--- src/rtl/player_position_datapath_pkg.sv ---
// ---------------------------------------------------------------------------
// player_position_datapath_pkg
// Shared encodings for the player position datapath.
//   - dir_t           : latched movement direction (NONE / LEFT / RIGHT)
//   - render_state_t  : sprite render sequencer states
//   - SCREEN_W/H      : VGA plot surface in pixels (160 x 120)
//   - COLOUR_*        : 3-bit colour constants
//   - step_x()        : clamped horizontal step of the player position
// ---------------------------------------------------------------------------
package player_position_datapath_pkg;

    typedef enum logic [1:0] {
        DIR_NONE  = 2'd0,
        DIR_LEFT  = 2'd1,
        DIR_RIGHT = 2'd2
    } dir_t;

    typedef enum logic [1:0] {
        R_INIT  = 2'd0,
        R_IDLE  = 2'd1,
        R_ERASE = 2'd2,
        R_DRAW  = 2'd3
    } render_state_t;

    localparam int SCREEN_W = 160;
    localparam int SCREEN_H = 120;

    localparam logic [2:0] COLOUR_BLACK = 3'b000;
    localparam logic [2:0] COLOUR_WHITE = 3'b111;

    // The compares are done before the add/subtract so the 8-bit result
    // can never wrap past the legal range.
    function automatic logic [7:0] step_x(
        input logic [7:0] x,
        input dir_t       dir,
        input logic [7:0] step,
        input logic [7:0] x_min,
        input logic [7:0] x_max
    );
        logic [7:0] result;
        result = x;
        case (dir)
            DIR_LEFT:  result = (x < x_min + step) ? x_min : x - step;
            DIR_RIGHT: result = (x > x_max - step) ? x_max : x + step;
            default:   result = x;
        endcase
        return result;
    endfunction

endpackage

--- src/rtl/player_position_datapath_sprite_scan_counter.sv ---
// ---------------------------------------------------------------------------
// sprite_scan_counter
// Row-major pixel scan over a SPRITE_W x SPRITE_H sprite, one pixel per
// enabled clock. Wraps back to (0,0) after the last pixel.
// Ports:
//   clk      in   system clock
//   reset    in   synchronous active-high reset
//   i_clear  in   force counters to (0,0)
//   i_enable in   advance one pixel
//   o_cx     out  column within sprite
//   o_cy     out  row within sprite
//   o_last   out  high on the final pixel (cx==W-1 && cy==H-1)
// ---------------------------------------------------------------------------
module sprite_scan_counter #(
    parameter int SPRITE_W = 8,
    parameter int SPRITE_H = 4,
    parameter int CX_W     = (SPRITE_W > 1) ? $clog2(SPRITE_W) : 1,
    parameter int CY_W     = (SPRITE_H > 1) ? $clog2(SPRITE_H) : 1
) (
    input  logic            clk,
    input  logic            reset,
    input  logic            i_clear,
    input  logic            i_enable,
    output logic [CX_W-1:0] o_cx,
    output logic [CY_W-1:0] o_cy,
    output logic            o_last
);

    localparam logic [CX_W-1:0] CX_LAST = CX_W'(SPRITE_W - 1);
    localparam logic [CY_W-1:0] CY_LAST = CY_W'(SPRITE_H - 1);

    logic [CX_W-1:0] r_cx;
    logic [CY_W-1:0] r_cy;
    logic            w_cx_end;
    logic            w_cy_end;

    assign w_cx_end = (r_cx == CX_LAST);
    assign w_cy_end = (r_cy == CY_LAST);

    always_ff @(posedge clk) begin
        if (reset || i_clear) begin
            r_cx <= '0;
            r_cy <= '0;
        end else if (i_enable) begin
            if (w_cx_end) begin
                r_cx <= '0;
                r_cy <= w_cy_end ? '0 : r_cy + 1'b1;
            end else begin
                r_cx <= r_cx + 1'b1;
            end
        end
    end

    assign o_cx   = r_cx;
    assign o_cy   = r_cy;
    assign o_last = w_cx_end && w_cy_end;

endmodule

--- src/rtl/player_position_datapath.sv ---
// ---------------------------------------------------------------------------
// player_position_datapath
// Holds the player's horizontal position, applies clamped steps when the
// movement FSM is in its update state, and re-renders the sprite (erase old,
// draw new) through the VGA plot interface one pixel per clock.
// Ports:
//   clk                    in   system clock
//   reset                  in   synchronous active-high reset
//   inInputState           in   FSM waiting for input (no action here)
//   inUpdatePositionState  in   apply latched direction this cycle
//   inSetAState            in   latch direction LEFT
//   inSetDState            in   latch direction RIGHT (wins over LEFT)
//   playerX                out  current logical player X
//   busy                   out  render sequence in progress
//   plot                   out  VGA write strobe
//   vgaX / vgaY            out  pixel coordinate
//   colour                 out  pixel colour
//
// Render FSM
//   state   | meaning
//   R_INIT  | one quiet cycle after reset, then initial draw
//   R_IDLE  | sprite on screen matches drawn X, waiting for pending
//   R_ERASE | painting background over the sprite at drawn X
//   R_DRAW  | painting the sprite at drawn X (updated to target X)
// ---------------------------------------------------------------------------
module player_position_datapath
    import player_position_datapath_pkg::*;
#(
    parameter int         X_START       = 76,
    parameter int         X_MIN         = 0,
    parameter int         X_MAX         = 152,
    parameter int         Y_POS         = 110,
    parameter int         STEP          = 2,
    parameter int         SPRITE_W      = 8,
    parameter int         SPRITE_H      = 4,
    parameter logic [2:0] PLAYER_COLOUR = COLOUR_WHITE,
    parameter logic [2:0] BG_COLOUR     = COLOUR_BLACK
) (
    input  logic       clk,
    input  logic       reset,
    input  logic       inInputState,
    input  logic       inUpdatePositionState,
    input  logic       inSetAState,
    input  logic       inSetDState,
    output logic [7:0] playerX,
    output logic       busy,
    output logic       plot,
    output logic [7:0] vgaX,
    output logic [6:0] vgaY,
    output logic [2:0] colour
);

    localparam int CX_W = (SPRITE_W > 1) ? $clog2(SPRITE_W) : 1;
    localparam int CY_W = (SPRITE_H > 1) ? $clog2(SPRITE_H) : 1;

    localparam logic [7:0] C_X_START = 8'(X_START);
    localparam logic [7:0] C_X_MIN   = 8'(X_MIN);
    localparam logic [7:0] C_X_MAX   = 8'(X_MAX);
    localparam logic [7:0] C_STEP    = 8'(STEP);
    localparam logic [6:0] C_Y_POS   = 7'(Y_POS);

    render_state_t   r_state;
    render_state_t   w_state_next;
    dir_t            r_dir;
    logic [7:0]      r_player_x;
    logic [7:0]      r_drawn_x;
    logic [7:0]      r_target_x;
    logic            r_pending;

    logic [7:0]      w_new_x;
    logic            w_moved;
    logic            w_scanning;
    logic            w_enter_erase;
    logic [CX_W-1:0] w_cx;
    logic [CY_W-1:0] w_cy;
    logic            w_last;

    // The input-state flag carries no work for this stage.
    logic            w_unused;
    assign w_unused = inInputState;

    assign w_new_x    = step_x(r_player_x, r_dir, C_STEP, C_X_MIN, C_X_MAX);
    assign w_moved    = inUpdatePositionState && (w_new_x != r_player_x);
    assign w_scanning = (r_state == R_ERASE) || (r_state == R_DRAW);

    sprite_scan_counter #(
        .SPRITE_W (SPRITE_W),
        .SPRITE_H (SPRITE_H),
        .CX_W     (CX_W),
        .CY_W     (CY_W)
    ) u_scan (
        .clk      (clk),
        .reset    (reset),
        .i_clear  (!w_scanning),
        .i_enable (w_scanning),
        .o_cx     (w_cx),
        .o_cy     (w_cy),
        .o_last   (w_last)
    );

    always_comb begin
        w_state_next = r_state;
        plot         = 1'b0;
        busy         = 1'b0;
        vgaX         = 8'd0;
        vgaY         = 7'd0;
        colour       = BG_COLOUR;
        case (r_state)
            R_INIT: begin
                w_state_next = R_DRAW;
            end
            R_IDLE: begin
                if (r_pending) begin
                    w_state_next = R_ERASE;
                end
            end
            R_ERASE: begin
                plot   = 1'b1;
                busy   = 1'b1;
                vgaX   = r_drawn_x + 8'(w_cx);
                vgaY   = C_Y_POS + 7'(w_cy);
                colour = BG_COLOUR;
                if (w_last) begin
                    w_state_next = R_DRAW;
                end
            end
            R_DRAW: begin
                plot   = 1'b1;
                busy   = 1'b1;
                vgaX   = r_drawn_x + 8'(w_cx);
                vgaY   = C_Y_POS + 7'(w_cy);
                colour = PLAYER_COLOUR;
                if (w_last) begin
                    w_state_next = r_pending ? R_ERASE : R_IDLE;
                end
            end
            default: begin
                w_state_next = R_INIT;
            end
        endcase
    end

    assign w_enter_erase = (r_state != R_ERASE) && (w_state_next == R_ERASE);

    always_ff @(posedge clk) begin
        if (reset) begin
            r_state    <= R_INIT;
            r_dir      <= DIR_NONE;
            r_player_x <= C_X_START;
            r_drawn_x  <= C_X_START;
            r_target_x <= C_X_START;
            r_pending  <= 1'b0;
        end else begin
            r_state <= w_state_next;

            // Set-D is ordered last so it wins when both set flags are high.
            if (inUpdatePositionState) begin
                r_dir      <= DIR_NONE;
                r_player_x <= w_new_x;
            end
            if (inSetAState) begin
                r_dir <= DIR_LEFT;
            end
            if (inSetDState) begin
                r_dir <= DIR_RIGHT;
            end

            // The draw target is captured when a pass starts, so updates that
            // arrive mid-pass leave this pass intact and are picked up by one
            // follow-up pass. A move in the same cycle as the capture
            // re-arms pending so it is never dropped.
            if (w_enter_erase) begin
                r_pending  <= 1'b0;
                r_target_x <= r_player_x;
            end
            if (w_moved) begin
                r_pending <= 1'b1;
            end

            if ((r_state == R_ERASE) && w_last) begin
                r_drawn_x <= r_target_x;
            end
        end
    end

    assign playerX = r_player_x;

endmodule

--- config.mk ---
export PLATFORM = sky130hd
export DESIGN_NAME = player_position_datapath
export DESIGN_NICKNAME = d
export VERILOG_FILES = /design/src/rtl/player_position_datapath_pkg.sv /design/src/rtl/player_position_datapath_sprite_scan_counter.sv /design/src/rtl/player_position_datapath.sv
export SDC_FILE = /design/constraint.sdc
export NUM_CORES = 1
export LEC_CHECK = 0
export ABC_AREA = 0
export CAP_MARGIN = 5
export CORE_MARGIN = 3
export CORE_UTILIZATION = 45
export CTS_BUF_LIST = sky130_fd_sc_hd__clkbuf_8
export DETAILED_ROUTE_END_ITERATION = 8
export PLACE_DENSITY = 0.71
export SYNTH_ARGS = -nofsm -noshare
export SYNTH_HDL_FRONTEND = slang
export SYNTH_HIERARCHICAL = 1
export SYNTH_SLANG_ARGS = --single-unit
export TNS_END_PERCENT = 10
--- constraint.sdc ---
create_clock -name clk -period 2.8 [get_ports clk]
set_input_delay 0.56 -clock clk [delete_from_list [all_inputs] [get_ports clk]]
set_output_delay 0.56 -clock clk [all_outputs]
set_load 0.03 [all_outputs]
== Word level (Yosys, flattened, before mapping) ==
Index checks and enable logic that the tools add are counted.

* Input port bits: 6
* Output and inout port bits: 28
* Flip-flop bits (word level): 34

* Add/subtract/negate cells: 6
* Equality and inequality tests: 10
* Reductions and logical operators: 14
* Muxes and demuxes: 19
* $lt $le $gt $ge: 2

{| class="wikitable"
|+ Operators by type and width
! cell !! count
|-
| $mux W8 || 3
|-
| $mux W2 || 8
|-
| $pmux W8 S2 || 1
|-
| $eq A2 B2 Y1 const B || 5
|-
| $add A8 B2 Y8 const B || 1
|-
| $add A8 B3 Y8 || 1
|-
| $gt A8 B8 Y1 const B || 1
|-
| $lt A8 B2 Y1 const B || 1
|-
| $ne A8 B8 Y1 || 1
|-
| $pmux W2 S4 || 1
|-
| $sub A8 B2 Y8 const B || 1
|-
| $add A6 B3 Y7 const A || 1
|-
| $mux W7 || 1
|-
| $mux W3 || 2
|-
| $eq A2 B1 Y1 const B || 2
|-
| $logic_and A1 B1 Y1 || 4
|-
| $reduce_bool A2 Y1 || 2
|-
| $reduce_or A2 Y1 || 2
|-
| $add A3 B1 Y3 const B || 1
|-
| $eq A3 B3 Y1 const B || 1
|-
| $mux W1 || 3
|-
| $reduce_bool A3 Y1 || 1
|-
| $add A2 B1 Y2 const B || 1
|-
| $logic_not A2 Y1 || 1
|-
| 4 further kinds || 5
|}

== Logic depth before layout (Yosys ltp) ==
Gate-level depths: netlist of run 1.

* Depth in word-level cells: 8
* Depth in mapped cells: 9
* Mapped depth without buffers: 8

== Cells and area by module ==
Netlist of run 1, hierarchy kept.

{| class="wikitable"
|+ By module, submodules not included
! module !! sequential area each (um^2) !! area an instance (um^2) !! cells each !! times used
|-
| player_position_datapath || 580.6 || 1838.0 || 232 || 1
|-
| sprite_scan_counter || 100.1 || 276.5 || 26 || 1
|}

== Least setup slack after synthesis of run 1 ==
OpenSTA, ideal clock, no wires.

* Path type: register to output
* From: reg u_scan.r_cx[0], in the netlist u_scan/o_cx[0]
* To: out vgaX[6]
* Setup slack: 0.464 ns
* Required time: 2.240 ns
* Data arrival time: 1.776 ns
* Cell stages (with the launch flop): 8
* Buffers on the path: 0
* Cell sequence: dfxtp_1 ha_1 inv_1 fa_1 nor2b_1 o2111ai_1 xor2_1 nor2_1

* Longest elaborated chain between the ends: 2

{| class="wikitable"
|+ Ends and longest elaborated chain
! what !! line !! RTL
|-
| from (decl) || player_position_datapath_sprite_scan_counter.sv:32 || <nowiki>logic [CX_W-1:0] r_cx;</nowiki>
|-
| from (signal assigned) || player_position_datapath_sprite_scan_counter.sv:49 || <nowiki>r_cx <= r_cx + 1'b1;</nowiki>
|-
| $add A8 B3 Y8 || player_position_datapath.sv:120, player_position_datapath.sv:130 ||
|-
| $mux W8 || n/a ||
|-
| to (decl) || player_position_datapath.sv:48 || <nowiki>output logic [7:0] vgaX,</nowiki>
|}

No other way between the ends.

== Final worst setup path of run 1 ==
* From: reg u_scan.r_cx[0], in the netlist u_scan/o_cx[0]
* To: out vgaX[1]

Same word-level chain as after synthesis.

==> results.toml, run 1 <==
[logic_synthesis]
synth_compound_area_frac = 0.2118
synth_xor_area_frac = 0.03728
synth_top_family_by_area = "simple AND/OR/NAND/NOR gates"
synth_edf_count = 0
synth_nets = 276
synth_fa_ha_area_frac = 0.07456
ys_types = 55
ys_seq_elements = 34
ys_seq_area_frac = 0.3219
netlist_instances = 258
syn_area_per_cell_sq_um = 8.196
syn-cell-area_sq_mm = 0.002115
synthMuxAreaShare = 0.03787
async_reset_ff_frac = 0
synth_flop_cell = "dfxtp_1"
yosysWarnings = 6
synthSimpleGateAreaFrac = 0.2219

[floorplan]
ios = 34
fp.coreArea_sq_mm = 0.004444
start_util = 0.4758
rows = 24
fp.dieH_um = 74.55
die_area_sq_mm = 0.005558
fp.dieW_um = 74.55

[finish]
layout-drive-gt1-share = 0.1021
multiInputGateArea_sq_mm = 0.001234
mostFrequentLayoutCells = "33 x dfxtp_1, 27 x nor2_1, 26 x clkdlybuf4s50_1"
fillers = 424
register_area_sq_um = 681.9
antennaDiodeCount = 0
final_common_cell = "dfxtp_1"
nets = 302
areaGrowthSynthToFinish_pct = 20.12

[sta]
fin_crit_sh = 0.9378
setup_violations = 0
whs_ps = 455.5
drv_slew = 0
worstMarginPinSlew_ps = 626.4
slew_headroom = 0.5824
setup_tns_ps = 0
max_freq_ghz = 0.3808
period_needed_ps = 2626
hold_viol_final = 0
rsz0062_at_grt = "false"
fin_skew_ps = 7.188

[power]
seq_power_share = 0.426
p_sw_frac = 0.2792
power_density_mw_per_mm2 = 481.0
p_switching_uw = 341.1
power.leakage_nw = 1.053
ir_drop_uv = 272.2
clkPwrFrac = 0.376
power.total_mw = 1.222
p_comb_frac = 0.198
cellInternalPower_uw = 880.6

[critical_path]
crit_start = "u_scan/o_cx[0]"
crit_fanout = 4
cp-end-kind = "primary output"
crit_type = "reg2out"
critPathLaunchType = "register"
cp.arrival_ps = 2070
timing.rr.start = "playerX[3]"
required_ps = 2240

[clocking]
clk_path_buf_depth = 2
insertion_delay_ps = 290
htreeDepth = 2
cts_made_buffers = 5
cts_tree = "done"
root_buffer = "clkbuf_8"
cts.clk_slew.worst_paths_ps = 70
post_cts_buffers = 0
clkSinkCount = 34

[run]
drv_cap = 0

[global_routing]
grt_use_met1 = 0.2381
grtUsageMet2 = 0.2917
antenna_found_initial = 0
grt.overflow.total = 0
grt_pass1_wl_um = 7969
grt_pass1_vias = 1775
grt_max_degree = 31
gr-max-usage-layer = "met2"
grt_usage = 0.1838
gr-usage-met3 = 0.04730

[routing]
drc = 0
vias = 1902
ant_nets = 0
wl_um = 4737
drt_first_pass_iters = 5
drtIter0Drc = 116
via_per_inst = 5.661
wl_per_cell_um = 14.10

[worst_hold_path]
hold_start = "r_target_x[1]"
min_path_type = "reg2reg"

[placed_design]
gp_congestion = 0.9188
portBuffers = 32
dp_hpwl_um = 3452

[status]
status = "finished, final reports clean"
## layer usage
layer	routed length [um]	share of wire
met5	0	0
met4	77	0.016
met3	293	0.062
met2	2220	0.47
met1	2146	0.45
## worst max-delay path, cell delays in order (launching register included)
cell,delay (ps)
dfxtp_2,360
ha_1,170
inv_1,50
fa_1,430
nor2_1,90
clkdlybuf4s50_1,680
## cells in the mapped netlist, drive strengths merged (2+ instances only)
cell type  count  area (sq um)
nor2b          2         12.51
buf           11         87.58
and3           2         13.77
a311oi         3         26.28
dfxtp         34         680.7
xnor2          5         43.79
or2            2         12.51
xor2           4         35.03
a211oi         3         22.52
and2           6         37.54
inv           19         71.32
mux2i          8         80.08
a21oi         21         108.9
a211o          5         43.79
nand3b         5         37.54
o21ai          5         28.78
a21bo          2         20.02
nor3           5         25.02
nor2          27         101.4
ha            11         137.6
nand4          2         12.51
o22ai          2         12.51
clkbuf        10         37.54
a221oi         2         17.52
a31oi          4         40.04
nand2         24         90.09
nand2b         3         18.77
a21o           2         15.01
nand3          9         45.04
## cell type report
type                            instances  share of cell area
Inverter                               20             0.02956
Timing Repair Buffer                   40              0.1463
Clock buffer                            6             0.03251
Multi-Input combinational cell        183              0.4857
Tap cell                               52             0.02562
Clock inverter                          1             0.01182
Sequential cell                        34              0.2685
## power by group through the flow
stage / sequential (mW) / combinational [mW] / clock (mW)
2_1_floorplan: 0.535 / 0.168 / 0
3_3_place_gp: 0.530 / 0.240 / 0
3_5_place_dp: 0.530 / 0.242 / 0
4_1_cts: 0.520 / 0.243 / 0.469
5_1_grt: 0.523 / 0.263 / 0.487
6_report: 0.520 / 0.242 / 0.459
## path summary, 6_finish.rpt
kind / endpoint / depth (start not counted) / slack [ps]
worst min register to register: r_target_x[1] / 2 / 460
worst min-delay path: r_target_x[1] / 2 / 460
worst max-delay path: vgaX[1] / 5 / 170
worst max register to register: r_pending / 6 / 430
## metrics by stage
stage	utilization	std cells	instance area, sq um	worst slack (ps)
final	0.5715	336	2540	174.1
after global routing	0.5715	336	2540	28.06
after CTS	0.5715	336	2540	39.21
after detailed placement	0.5473	329	2432	90.44
after global placement	0.5473	329	2432	96.30
after floorplan	-	258	2115	463.7
## sequential cells by signal, summed over array words and instances (netlist names)
signal and cells:
u_scan/o_cx 3, r_pending 1, r_state 2, r_dir 2, playerX 8, u_scan/o_cy 2, r_drawn_x 8, r_target_x 8
## timing repair
action	4_1_cts	5_1_grt
gates resized for setup	4	4
hold buffers	0	0
gates cloned	0	0
endpoints found under the setup margin	4	3
## cells by family (layout without fill, tap and decap cells)
logic type	Yosys count	after routing
buf+inv	41	67
flops	34	34
xor+xnor	9	9
mux	8	8
compound gates	60	60
simple gates	94	94
fa+ha+maj	12	12
Power figures use the tool's default switching activity.
==> inputs of run 2 (changes only) <==
Settings changed: ABC_AREA 0 to 1, PLACE_DENSITY 0.71 to 0.7.
Clock period 2.8 ns to 2.9 ns, I/O delays scaled along.
==> results.toml, run 2 <==
[floorplan]
fp.coreArea_sq_mm = 0.004848
rows = 25
fp.dieW_um = 77.76
ios = 34
fp.dieH_um = 77.76
start_util = 0.4779
die_area_sq_mm = 0.006047

[clocking]
cts_tree = "done"
post_cts_buffers = 0
clkSinkCount = 34
htreeDepth = 2
root_buffer = "clkbuf_8"
clk_path_buf_depth = 2
cts.clk_slew.worst_paths_ps = 70
insertion_delay_ps = 290
ctsHoldBuffers = 0
cts_made_buffers = 5

[logic_synthesis]
synthTopCellsByArea = "dfxtp_1 29%, nand2_1 12%, inv_1 6.8%"
synth_nets = 361
synth_top_area_frac = 0.2937
syn-cell-area_sq_mm = 0.002317
yosys-top-cells-count = "71 x nand2_1, 42 x inv_1, 34 x dfxtp_1, 33 x nor2_1, 26 x nand3_1"
ys_seq_area_frac = 0.2937
yosysMostFrequentCell = "nand2_1"
netlist_instances = 343
async_reset_ff_frac = 0
synth_edf_count = 0
yosysWarnings = 6
syn_area_per_cell_sq_um = 6.756
ys_seq_elements = 34
ys_types = 35
synth_flop_cell = "dfxtp_1"
yosys.area.top_type = "dfxtp_1"

[sta]
rsz0062_at_grt = "false"
slew_headroom = 0.6198
fin_crit_sh = 0.9533
worstMarginPinSlew_ps = 569.6
fin_skew_ps = 8.535
hold_viol_final = 0
max_freq_ghz = 0.3617
drv_slew = 0
setup_violations = 0
period_needed_ps = 2765
setup_tns_ps = 0

[finish]
mostFrequentLayoutCells = "71 x nand2_1, 42 x inv_1, 33 x nor2_1, 33 x dfxtp_1, 27 x clkdlybuf4s50_1"
layout-drive-gt1-share = 0.1257
final_common_cell = "nand2_1"
instances_no_fill = 433
areaGrowthSynthToFinish_pct = 16.09
nets = 383
antennaDiodeCount = 0
fillers = 493

[worst_hold_path]
hold_start = "r_target_x[0]"
min_path_type = "reg2reg"
worstHoldEndpoint = "r_target_x[0]"
holdPathStages = 2

[routing]
ant_nets = 0
drtIter0Drc = 106
drt_first_pass_iters = 4
vias = 2146
wl_um = 4839
via_per_inst = 4.956
drc = 0
wl_per_cell_um = 11.18

[placed_design]
dp_hpwl_um = 3654
place_inst = 425
gp_congestion = 0.8685
portBuffers = 32

[global_routing]
grt_pass1_wl_um = 8148
grt_pass1_vias = 1791
grt.overflow.total = 0
grt_usage = 0.1673
grt_max_degree = 23
antenna_found_initial = 0

[critical_path]
cp-end-kind = "primary output"
reg2reg_to = "r_pending"
crit_type = "reg2out"
cp.arrival_ps = 2180
reg2reg_depth = 12
timing.rr.start = "playerX[2]"
critPathLaunchType = "register"
r2r_slack_ps = 880
crit_fanout = 4
required_ps = 2320

[power]
seq_power_share = 0.440
power_density_mw_per_mm2 = 442.2
p_switching_uw = 397.0
clkPwrFrac = 0.307
p_sw_frac = 0.3337
p_comb_frac = 0.253
cellInternalPower_uw = 792.6
power.total_mw = 1.190
ir_drop_uv = 211.5
power.leakage_nw = 1.233

[status]
status = "finished, final reports clean"

[run]
drv_cap = 0
## run 2: power by group through the flow
stage                     Clock [mW]  Combinational [mW]  Sequential, mW
final                          0.365               0.301           0.524
after global routing           0.401               0.334           0.528
after CTS                      0.380               0.302           0.524
after detailed placement           0               0.301           0.534
after global placement             0               0.298           0.535
after floorplan                    0               0.235           0.529
## run 2: how the worst max path moves through the flow
stage | startpoint | to | slack, ps
4_1_cts | u_scan/o_cx[2] | vgaX[7] | 6
6_report | u_scan/o_cx[2] | vgaX[5] | 140
3_5_place_dp | u_scan/o_cx[2] | vgaX[7] | 50
3_3_place_gp | u_scan/o_cx[2] | vgaX[7] | 100
5_1_grt | r_drawn_x[0] | vgaX[6] | 9
2_1_floorplan | u_scan/o_cx[0] | vgaX[6] | 300
## run 2: stage by stage
| step | hold slack, ps | worst slack, ps | util | area [sq um] |
|---|---|---|---|---|
| 2_1_floorplan | 429.5 | 299.8 | - | 2317 |
| 3_3_place_gp | 445.0 | 97.38 | 0.5357 | 2597 |
| 3_5_place_dp | 449.5 | 49.58 | 0.5357 | 2597 |
| 4_1_cts | 461.0 | 6.428 | 0.5546 | 2689 |
| 5_1_grt | 485.8 | 8.673 | 0.5548 | 2690 |
| 6_report | 455.8 | 135.4 | 0.5548 | 2690 |
## run 2: timing repair
item | in CTS | in global routing
gates resized for setup | 3 | 6
pin swaps | 0 | 0
setup endpoints to repair | 3 | 4
## run 2: critical path: stages, from the launching register on
cell	delay, ps
dfxtp_1	350
ha_1	320
nand3_1	80
and2_1	170
or2_1	230
nor2_1	130
nor2_1	60
nor3_1	150
dlygate4sd2_1	420
## run 2: final cells by class
cell class / instances / area, sq um / share of cell area
Clock buffer: 6 / 82.58 / 0.03070
Multi-Input combinational cell: 238 / 1300 / 0.4833
Tap cell: 67 / 83.83 / 0.03116
Clock inverter: 2 / 12.51 / 0.004651
Timing Repair Buffer: 34 / 329.1 / 0.1223
Sequential cell: 34 / 681.9 / 0.2535
Inverter: 52 / 200.2 / 0.07442
## run 2: cells by family (layout without fill, tap and decap cells)
group                      Yosys count  count (layout)  share of synthesized area
and+or+nand+nor                    169             169                     0.3553
buffers and inverters               71              94                     0.1452
xor gates and xnor gates             2               2                   0.007561
AOI/OAI and AO/OA                   55              55                     0.1301
adders and majority gates           12              12                    0.06803
DFF                                 34              34                     0.2937
## run 2: metal layers
metal  wire (um)  vias up  track usage
li1            -     1137            -
met1        2285      951       0.2114
met2        2232       49       0.2705
met3         225        9      0.03596
met4          95        0      0.07651
met5           0        -            0
==> inputs of run 3 (changes only) <==
Settings changed: CTS_CLUSTER_DIAMETER set to 150.
==> results of run 3 <==
No change in the layout: final DEF, timing and power equal those of run 2.
